$ cat config.mk
export PLATFORM = sky130hd
export DESIGN_NAME = param_rs
export DESIGN_NICKNAME = d
export VERILOG_FILES = /design/src/rtl/param_rs.sv
export SDC_FILE = /design/constraint.sdc
export NUM_CORES = 2
export LEC_CHECK = 0
export BUFFER_PORTS_ARGS = -buffer_cell sky130_fd_sc_hd__buf_2
export CORE_UTILIZATION = 45
export DETAILED_ROUTE_END_ITERATION = 6
export GPL_ROUTABILITY_DRIVEN = 1
export HOLD_SLACK_MARGIN = 0.05
export PLACE_DENSITY = 0.68
export SYNTH_ARGS = -nofsm -noshare
export SYNTH_HDL_FRONTEND = slang
export SYNTH_SLANG_ARGS = --single-unit
$ cat constraint.sdc
create_clock -name clk -period 47.4 [get_ports clk]
set_input_delay 2.37 -clock clk [delete_from_list [all_inputs] [get_ports clk]]
set_output_delay 2.37 -clock clk [all_outputs]
set_load 0.02 [all_outputs]
$ cat src/rtl/param_rs.sv
// Reservation station with a CDB wakeup path, oldest-ready select and a registered issue slot.
// Parameters: DEPTH entries (power of two, >=2), NCDB broadcast ports, DATA_W operand/imm width,
//   TAG_W tag width (tag 0 = operand present), OP_W opcode width, NAME_W dest-name width.
// Ports:
//   clk, rst        clock; asynchronous active-high reset
//   rdy             global enable; when low all state holds (flush included)
//   flush           synchronous kill of all entries and the issue slot
//   cdb_valid/tag/data  NCDB result broadcasts, port k at [k*W +: W]
//   alloc_*         dispatch request/payload; alloc_ready when any entry is empty
//   issue_*         registered issue slot with valid/ready handshake
//   count           number of occupied entries (issue slot excluded)
module param_rs #(
  parameter int unsigned DEPTH  = 8,
  parameter int unsigned NCDB   = 2,
  parameter int unsigned DATA_W = 32,
  parameter int unsigned TAG_W  = 4,
  parameter int unsigned OP_W   = 6,
  parameter int unsigned NAME_W = 5
) (
  input  logic                     clk,
  input  logic                     rst,
  input  logic                     rdy,
  input  logic                     flush,
  input  logic [NCDB-1:0]          cdb_valid,
  input  logic [NCDB*TAG_W-1:0]    cdb_tag,
  input  logic [NCDB*DATA_W-1:0]   cdb_data,
  input  logic                     alloc_valid,
  output logic                     alloc_ready,
  input  logic [DATA_W-1:0]        alloc_data_o,
  input  logic [DATA_W-1:0]        alloc_data_t,
  input  logic [TAG_W-1:0]         alloc_tag_o,
  input  logic [TAG_W-1:0]         alloc_tag_t,
  input  logic [TAG_W-1:0]         alloc_tag_w,
  input  logic [NAME_W-1:0]        alloc_name_w,
  input  logic [OP_W-1:0]          alloc_op,
  input  logic [DATA_W-1:0]        alloc_imm,
  output logic                     issue_valid,
  input  logic                     issue_ready,
  output logic [DATA_W-1:0]        issue_data_o,
  output logic [DATA_W-1:0]        issue_data_t,
  output logic [DATA_W-1:0]        issue_imm,
  output logic [OP_W-1:0]          issue_op,
  output logic [NAME_W-1:0]        issue_name_w,
  output logic [TAG_W-1:0]         issue_tag_w,
  output logic [$clog2(DEPTH+1)-1:0] count
);

  localparam int unsigned IW = $clog2(DEPTH);
  localparam int unsigned CW = $clog2(DEPTH+1);

  // Returns {tag, data} after applying this cycle's broadcasts; lowest port wins on duplicates.
  function automatic logic [TAG_W+DATA_W-1:0] fwd(
    input logic [TAG_W-1:0]        tag,
    input logic [DATA_W-1:0]       data,
    input logic [NCDB-1:0]         v,
    input logic [NCDB*TAG_W-1:0]   t,
    input logic [NCDB*DATA_W-1:0]  d
  );
    logic [TAG_W+DATA_W-1:0] r;
    r = {tag, data};
    if (tag != '0) begin
      for (int k = NCDB - 1; k >= 0; k--) begin
        if (v[k] && (t[k*TAG_W +: TAG_W] == tag)) r = {{TAG_W{1'b0}}, d[k*DATA_W +: DATA_W]};
      end
    end
    return r;
  endfunction

  logic [DEPTH-1:0]  valid_q;
  logic [DATA_W-1:0] data_o_q [DEPTH];
  logic [DATA_W-1:0] data_t_q [DEPTH];
  logic [TAG_W-1:0]  tag_o_q  [DEPTH];
  logic [TAG_W-1:0]  tag_t_q  [DEPTH];
  logic [TAG_W-1:0]  tag_w_q  [DEPTH];
  logic [NAME_W-1:0] name_w_q [DEPTH];
  logic [OP_W-1:0]   op_q     [DEPTH];
  logic [DATA_W-1:0] imm_q    [DEPTH];
  // older_q[j][i] set means entry j was allocated before entry i.
  logic [DEPTH-1:0]  older_q  [DEPTH];

  logic [DATA_W-1:0] fdata_o [DEPTH];
  logic [DATA_W-1:0] fdata_t [DEPTH];
  logic [TAG_W-1:0]  ftag_o  [DEPTH];
  logic [TAG_W-1:0]  ftag_t  [DEPTH];
  logic [DEPTH-1:0]  ready;
  logic [DEPTH-1:0]  sel;
  logic [IW-1:0]     sel_idx;
  logic              any_ready;
  logic [IW-1:0]     alloc_idx;
  logic              alloc_fire;
  logic              issue_load;
  logic [DATA_W-1:0] adata_o, adata_t;
  logic [TAG_W-1:0]  atag_o, atag_t;
  logic [CW-1:0]     cnt;

  always_comb begin
    for (int i = 0; i < DEPTH; i++) begin
      {ftag_o[i], fdata_o[i]} = fwd(tag_o_q[i], data_o_q[i], cdb_valid, cdb_tag, cdb_data);
      {ftag_t[i], fdata_t[i]} = fwd(tag_t_q[i], data_t_q[i], cdb_valid, cdb_tag, cdb_data);
      ready[i] = valid_q[i] && (ftag_o[i] == '0) && (ftag_t[i] == '0);
    end
    {atag_o, adata_o} = fwd(alloc_tag_o, alloc_data_o, cdb_valid, cdb_tag, cdb_data);
    {atag_t, adata_t} = fwd(alloc_tag_t, alloc_data_t, cdb_valid, cdb_tag, cdb_data);
  end

  // Oldest-ready select: an entry wins when no other ready entry is older than it.
  always_comb begin
    sel     = '0;
    sel_idx = '0;
    for (int i = 0; i < DEPTH; i++) begin
      sel[i] = ready[i];
      for (int j = 0; j < DEPTH; j++) begin
        if ((j != i) && ready[j] && older_q[j][i]) sel[i] = 1'b0;
      end
      if (sel[i]) sel_idx = IW'(i);
    end
    any_ready = |ready;
  end

  always_comb begin
    alloc_idx = '0;
    cnt       = '0;
    for (int i = DEPTH - 1; i >= 0; i--) begin
      if (!valid_q[i]) alloc_idx = IW'(i);
      cnt = cnt + CW'(valid_q[i]);
    end
  end

  assign count       = cnt;
  assign alloc_ready = ~&valid_q;
  assign alloc_fire  = alloc_valid && alloc_ready;
  assign issue_load  = !issue_valid || issue_ready;

  always_ff @(posedge clk or posedge rst) begin
    if (rst) begin
      valid_q      <= '0;
      issue_valid  <= 1'b0;
      issue_data_o <= '0;
      issue_data_t <= '0;
      issue_imm    <= '0;
      issue_op     <= '0;
      issue_name_w <= '0;
      issue_tag_w  <= '0;
      for (int i = 0; i < DEPTH; i++) begin
        data_o_q[i] <= '0;
        data_t_q[i] <= '0;
        tag_o_q[i]  <= '0;
        tag_t_q[i]  <= '0;
        tag_w_q[i]  <= '0;
        name_w_q[i] <= '0;
        op_q[i]     <= '0;
        imm_q[i]    <= '0;
        older_q[i]  <= '0;
      end
    end else if (rdy) begin
      if (flush) begin
        valid_q     <= '0;
        issue_valid <= 1'b0;
      end else begin
        // Wakeup: capture broadcasts into every entry (harmless for empty ones).
        for (int i = 0; i < DEPTH; i++) begin
          data_o_q[i] <= fdata_o[i];
          data_t_q[i] <= fdata_t[i];
          tag_o_q[i]  <= ftag_o[i];
          tag_t_q[i]  <= ftag_t[i];
        end
        if (issue_load) begin
          issue_valid <= any_ready;
          if (any_ready) begin
            valid_q[sel_idx] <= 1'b0;
            issue_data_o     <= fdata_o[sel_idx];
            issue_data_t     <= fdata_t[sel_idx];
            issue_imm        <= imm_q[sel_idx];
            issue_op         <= op_q[sel_idx];
            issue_name_w     <= name_w_q[sel_idx];
            issue_tag_w      <= tag_w_q[sel_idx];
          end
        end
        // alloc_idx was empty at the start of the cycle, so it never collides with sel_idx.
        if (alloc_fire) begin
          valid_q[alloc_idx]  <= 1'b1;
          data_o_q[alloc_idx] <= adata_o;
          data_t_q[alloc_idx] <= adata_t;
          tag_o_q[alloc_idx]  <= atag_o;
          tag_t_q[alloc_idx]  <= atag_t;
          tag_w_q[alloc_idx]  <= alloc_tag_w;
          name_w_q[alloc_idx] <= alloc_name_w;
          op_q[alloc_idx]     <= alloc_op;
          imm_q[alloc_idx]    <= alloc_imm;
          // New entry is younger than everything; stale bits of empty entries are never read.
          older_q[alloc_idx]  <= '0;
          for (int j = 0; j < DEPTH; j++) begin
            if (j != int'(alloc_idx)) older_q[j][alloc_idx] <= 1'b1;
          end
        end
      end
    end
  end

endmodule
* Word-level counts from Yosys, hierarchy flattened *
Cells that the tools add are included.

word-level totals
  register bits = 1136
  input port bits = 199
  output and inout bits = 117
  word-level logic and storage cells = 481

operators by class
  add/sub/neg operators = 7
  $lt $le $gt $ge = 7
  equality and inequality tests = 43
  mux-type cells = 178
  bitwise gates (word level) = 16
  reduce and logical (&&, ||, !) cells = 150

operators by type and width
  operator                                 number
  2-to-1 mux 36 bit                        54
  bitwise mux 256 bit                      3
  2-to-1 mux 256 bit                       2
  binary-select mux 32 bit (select 3 bit)  3
  2-to-1 mux 32 bit                        9
  == test 4 bit                            36
  2-to-1 mux 8 bit                         15
  logical AND 1 bit                        105
  bitwise mux 32 bit                       3
  demux 32 bit (select 3 bit)              1
  bitwise OR 8 bit                         9
  nonzero test 4 bit                       18
  bitwise AND 64 bit                       1
  logical NOT 4 bit                        16
  inverter 64 bit                          1
  2-to-1 mux 1 bit                         54
  bitwise mux 48 bit                       1
  2-to-1 mux 3 bit                         14
  bitwise mux 40 bit                       1
  demux 8 bit (select 3 bit)               1
  binary-select mux 6 bit (select 3 bit)   1
  demux 6 bit (select 3 bit)               1
  2-to-1 mux 6 bit                         3
  adder 4 x 1 -> 4 bit                     4
  other kinds (30)                         45

* Longest topological paths before layout *
  depth after elaboration = 36
  depth in mapped cells = 18
  depth with buffers taken out = 12

* Worst setup path after synthesis *
Ideal clock, no wire load.

  kind = input to register
  from = input cdb_tag[4]
  to = register issue_data_o[15]
  library setup time = 139 ps
  arrival = 5458 ps
  data required time = 47261 ps
  path slack = 41803 ps
  stages on the path = 16
  buffers on the path = 4
  cells stage by stage = buf_4 nand2b_1 o2111ai_1 or4_1 a32oi_4 a22o_1 a221oi_1 and4_4 buf_6 a21o_4 or2_1 buf_4 buf_6 mux2i_1 a2111oi_0 a21oi_1

on the way
  word-level cells in the longest chain between the ends = 27
  elaborated cells on any way between the ends = 223
  classes of those cells = eq/ne: 16; mux: 107; bitwise: 1; reduce/logical: 99

RTL lines
  what                                                  line  RTL
  start: declaration                                    25    input logic [NCDB*TAG_W-1:0] cdb_tag,
  == test 4 bit                                         63    if (v[k] && (t[k*TAG_W +: TAG_W] == tag)) r = {{TAG_W{1'b0}}, d[k*DATA_W +: DATA_W]};
  logical AND 1 bit                                     63
  2-to-1 mux 36 bit (2 in a row)                        63
  2-to-1 mux 36 bit                                     61    if (tag != '0) begin
  logical NOT 4 bit                                     100   ready[i] = valid_q[i] && (ftag_o[i] == '0) && (ftag_t[i] == '0);
  logical AND 1 bit (2 in a row)                        100
  logical AND 1 bit                                     113   if ((j != i) && ready[j] && older_q[j][i]) sel[i] = 1'b0;
  2-to-1 mux 1 bit (7 in a row)                         113
  2-to-1 mux 1 bit                                      115   if (sel[i]) sel_idx = IW'(i);
  2-to-1 mux 3 bit (6 in a row)                         115
  inverter 3 -> 4 bit (implied by the code)             171   issue_data_o <= fdata_o[sel_idx];
  binary-select mux 32 bit (select 3 bit)               171
  2-to-1 mux 32 bit (implied by the code) (2 in a row)  171
  end signal: assignment                                171
  end: declaration                                      39    output logic [DATA_W-1:0] issue_data_o,

Parallel ways exist; a longest one is shown, timed or not. The select of a mux whose other input is x is not followed.
A chain may end at the register's enable or synchronous reset.

* Worst setup path after layout *
  from = input cdb_tag[0]
  to = register issue_data_t[29]

on the way
  word-level cells in the longest chain between the ends = 26
  elaborated cells on any way between the ends = 207
  classes of those cells = eq/ne: 16; mux: 91; bitwise: 1; reduce/logical: 99

RTL lines
  what                                                  line  RTL
  == test 4 bit                                         63
  logical AND 1 bit                                     63
  2-to-1 mux 36 bit                                     63
  2-to-1 mux 36 bit                                     61
  logical NOT 4 bit                                     100
  logical AND 1 bit (2 in a row)                        100
  logical AND 1 bit                                     113
  2-to-1 mux 1 bit (7 in a row)                         113
  2-to-1 mux 1 bit                                      115
  2-to-1 mux 3 bit (6 in a row)                         115
  inverter 3 -> 4 bit (implied by the code)             172   issue_data_t <= fdata_t[sel_idx];
  binary-select mux 32 bit (select 3 bit)               172
  2-to-1 mux 32 bit (implied by the code) (2 in a row)  172
  end signal: assignment                                172
  end: declaration                                      40    output logic [DATA_W-1:0] issue_data_t,

Parallel ways exist; a longest one is shown, timed or not. The select of a mux whose other input is x is not followed.

==> results.json <==
{
  "run_status": "finished, violations left",
  "grt_setup_unrepaired": "false",
  "critical_path.startpoint_type": "primary input",
  "final_layout_size_suffix_gt1_share_pct": 10.20,
  "failed_checks": "design-rule violations",
  "number_of_resized_instances_in_the_post_cts_repair_step": 0,
  "count_of_input_and_output_buffers": 315,
  "critical_path_peak_fanout": 56,
  "flip_flop_cell_with_the_highest_count_after_synthesis": "sky130_fd_sc_hd__dfrtp_1",
  "clkLatencyLatePin_ns": 0.81,
  "routed_wirelength_um": 286500,
  "vdd.ir_drop.worst_uv": 34.97,
  "report.final.slew_viol_count": 0,
  "setup.worst_path.class": "in2reg",
  "synth_area_per_cell_um2": 7.930,
  "cp-end-kind": "flip-flop",
  "report.final.hold_viol_count": 0,
  "synth-edff-count": 0,
  "synth.yosys.warnings": 0,
  "core_region_area_um2": 143500,
  "critical_path_arrival_ns": 8.87,
  "die_area_um2": 146000,
  "routed-via-count": 67490,
  "cts.root.buffer_cell": "sky130_fd_sc_hd__clkbuf_16",
  "clk_pin_slew_worst_paths_ns": 0.06,
  "hold_buffers": 0,
  "maxClockFrequency_mhz": 122.7,
  "antenna_left": 0,
  "grt_first_pass_wirelength_um": 419000,
  "die_width_um": 382.0,
  "power_per_cell_area_nw_per_um2": 44.74,
  "clock_tree.htree_level_count": 3,
  "grt-ovfl-total": 0,
  "cts_tree": "done",
  "nets": 8097,
  "detailed_route_drc_error_count": 43,
  "syn_to_final_growth_pct": 9.648,
  "power.total_mw": 3.188,
  "detailedRoute.firstIterationViolations": 10030,
  "holdCritPathClass": "reg2reg",
  "number_of_instances_in_the_synthesized_netlist": 8196,
  "setup_violations": 0,
  "first_global_vias": 63685,
  "die_outline_height_um": 382.0,
  "unique_masters_post_synth": 85,
  "antenna_violations_before_repair": 42,
  "synth-async-reset-ratio_pct": 100.0,
  "fin_tns_setup_ns": 0,
  "maxSlewHeadroom_pct": 11.84,
  "start_util_pct": 45.30,
  "drtPass1Iterations": 7,
  "syn-num-nets": 8403,
  "post_cts_buffers": 0,
  "slew_at_the_pin_closest_to_its_max_slew_limit_ns": 1.319,
  "syn_area_um2": 65000,
  "finalCritPeriodShare_pct": 17.20,
  "vias_per_cell": 6.810,
  "routabilityCongestion": 0.9341,
  "final_period_minus_worst_setup_slack_ns": 8.152,
  "hpwl_um": 155800,
  "worst-endpoint-required_ns": 48.12,
  "pin_count_of_the_biggest_net_entering_global_routing": 196,
  "timing.max_cap.violations": 0,
  "cts-buffers-inserted": 121,
  "power.static_leakage_nw": 32.12,
  "wire_per_inst_um": 28.91,
  "yosys_register_bits": 1121,
  "global_route.usage.total_pct": 38.00,
  "num_rows": 139,
  "fin_skew_ns": 0.05169,
  "maximum_count_of_clock_buffers_along_a_single_path": 3,
  "numClockSinks": 1121,
  "synth_sequential_area_ratio_pct": 43.16,
  "top_level_ports": 316
}
==> layer usage <==
metal,GRT usage (%),routed length (um)
met3,15.92,45090
met4,21.65,19710
met1,47.37,103200
met2,55.06,118200
met5,0.1653,409
==> synth_stat cells (all sizes together) (22+ instances only) <==
| cell | n | share of area, % |
|---|---|---|
| nand2 | 2263 | 13 |
| dfrtp | 1121 | 43 |
| o21ai | 1071 | 8.3 |
| clkbuf | 706 | 4.1 |
| o22a | 569 | 7.7 |
| o22ai | 522 | 5.0 |
| nor2 | 473 | 2.8 |
| a21oi | 375 | 2.9 |
| buf | 181 | 1.5 |
| a221oi | 143 | 1.9 |
| mux2i | 95 | 1.5 |
| xor2 | 92 | 1.3 |
| nor3 | 53 | 0.42 |
| mux2 | 47 | 0.81 |
| nand3 | 46 | 0.39 |
| o221ai | 39 | 0.53 |
| a32oi | 38 | 0.63 |
| xnor2 | 35 | 0.47 |
| inv | 31 | 0.18 |
| nor4 | 27 | 0.30 |
| a31oi | 23 | 0.22 |
| o31ai | 22 | 0.25 |
| or4 | 22 | 0.27 |
==> registers in the layout (all words and copies together) (netlist names), 40 cells and up, named ones only <==
| register | cells |
|---|---|
| data_o_q | 256 |
| data_t_q | 256 |
| imm_q | 256 |
| name_w_q | 40 |
| older_q | 45 |
| op_q | 48 |
==> critical path, cell delays in order <==
cell,delay [ns]
sky130_fd_sc_hd__buf_2,0.53
sky130_fd_sc_hd__xor2_1,0.16
sky130_fd_sc_hd__nor3_1,0.22
sky130_fd_sc_hd__nand3_2,0.09
sky130_fd_sc_hd__buf_4,0.37
sky130_fd_sc_hd__a32oi_1,0.84
sky130_fd_sc_hd__a22oi_1,0.20
sky130_fd_sc_hd__nand3_1,0.19
sky130_fd_sc_hd__a2111o_1,0.55
sky130_fd_sc_hd__and3_4,0.37
sky130_fd_sc_hd__or2_4,0.67
sky130_fd_sc_hd__buf_4,0.73
sky130_fd_sc_hd__buf_4,0.86
sky130_fd_sc_hd__mux2i_1,0.28
sky130_fd_sc_hd__a21oi_1,0.09
sky130_fd_sc_hd__a21oi_1,0.20
==> where the power goes <==
part           leakage (nW)  switching [mW]  total [mW]  internal (mW)
clock network          2.08           0.437        1.03          0.592
registers              15.0           0.141        1.28           1.13
logic                  15.0           0.586       0.883          0.297
total                  32.1            1.16        3.19           2.02
==> final timing paths <==
path | from | end | slack, ns | cells after the start
max | cdb_tag[0] | issue_data_t[29] | 39.25 | 16
min | name_w_q[28] | name_w_q[28] | 0.48 | 2
max reg2reg | tag_t_q[28] | issue_data_t[29] | 40.89 | 15
min reg2reg | name_w_q[28] | name_w_q[28] | 0.48 | 2
max in group asynchronous | rst | data_t_q[12] | 42.53 | 5
min in group asynchronous | rst | imm_q[134] | 1.81 | 2
==> cell families after synthesis <==
group	count (synthesis)	synth area share, %
AND/OR/NAND/NOR	2988	18.28
AO/OA/AOI/OAI	2891	28.57
flip-flops	1121	43.16
buffers and inverters	919	5.771
multiplexers	142	2.277
XOR/XNOR	127	1.734
adder cells (fa/ha/maj)	8	0.2002
==> through the flow <==
stage | setup WS (ns) | std cells | utilization (%) | hold WS (ns) | area, um^2
floorplan | 13.46 | 8196 | - | 0.4447 | 65000
global placement | 38.73 | 9670 | 46.64 | 0.4566 | 66930
finish | 39.25 | 9911 | 49.67 | 0.4751 | 71270
global route | 39.04 | 9898 | 49.65 | 0.4905 | 71230
CTS | 39.41 | 9894 | 49.64 | 0.4768 | 71220
detailed placement | 38.59 | 9670 | 46.64 | 0.4618 | 66930
==> cell usage in the layout (no fill, tap or decap), drive strengths merged, types with 92 or more instances in the layout <==
master | synthesis | routed
dfrtp | 1121 | 1121
xor2 | 92 | 92
nand2 | 2263 | 2263
buf | 181 | 458
clkbuf | 706 | 176
mux2i | 95 | 95
o22ai | 522 | 522
a221oi | 143 | 143
nor2 | 473 | 473
o22a | 569 | 569
a21oi | 375 | 375
o21ai | 1071 | 1071
==> area by class of cell <==
| cell class | count | area (um^2) |
|---|---|---|
| multi-input combinational | 6156 | 33680 |
| timing repair buffer | 458 | 2688 |
| inverter | 32 | 127.6 |
| fill | 13590 | 72210 |
| antenna | 17 | 42.54 |
| sequential | 1121 | 28050 |
| clock inverter | 48 | 793.3 |
| tap | 1903 | 2381 |
| clock buffer | 176 | 3505 |
No activity file was read; power rests on OpenSTA's default activity.
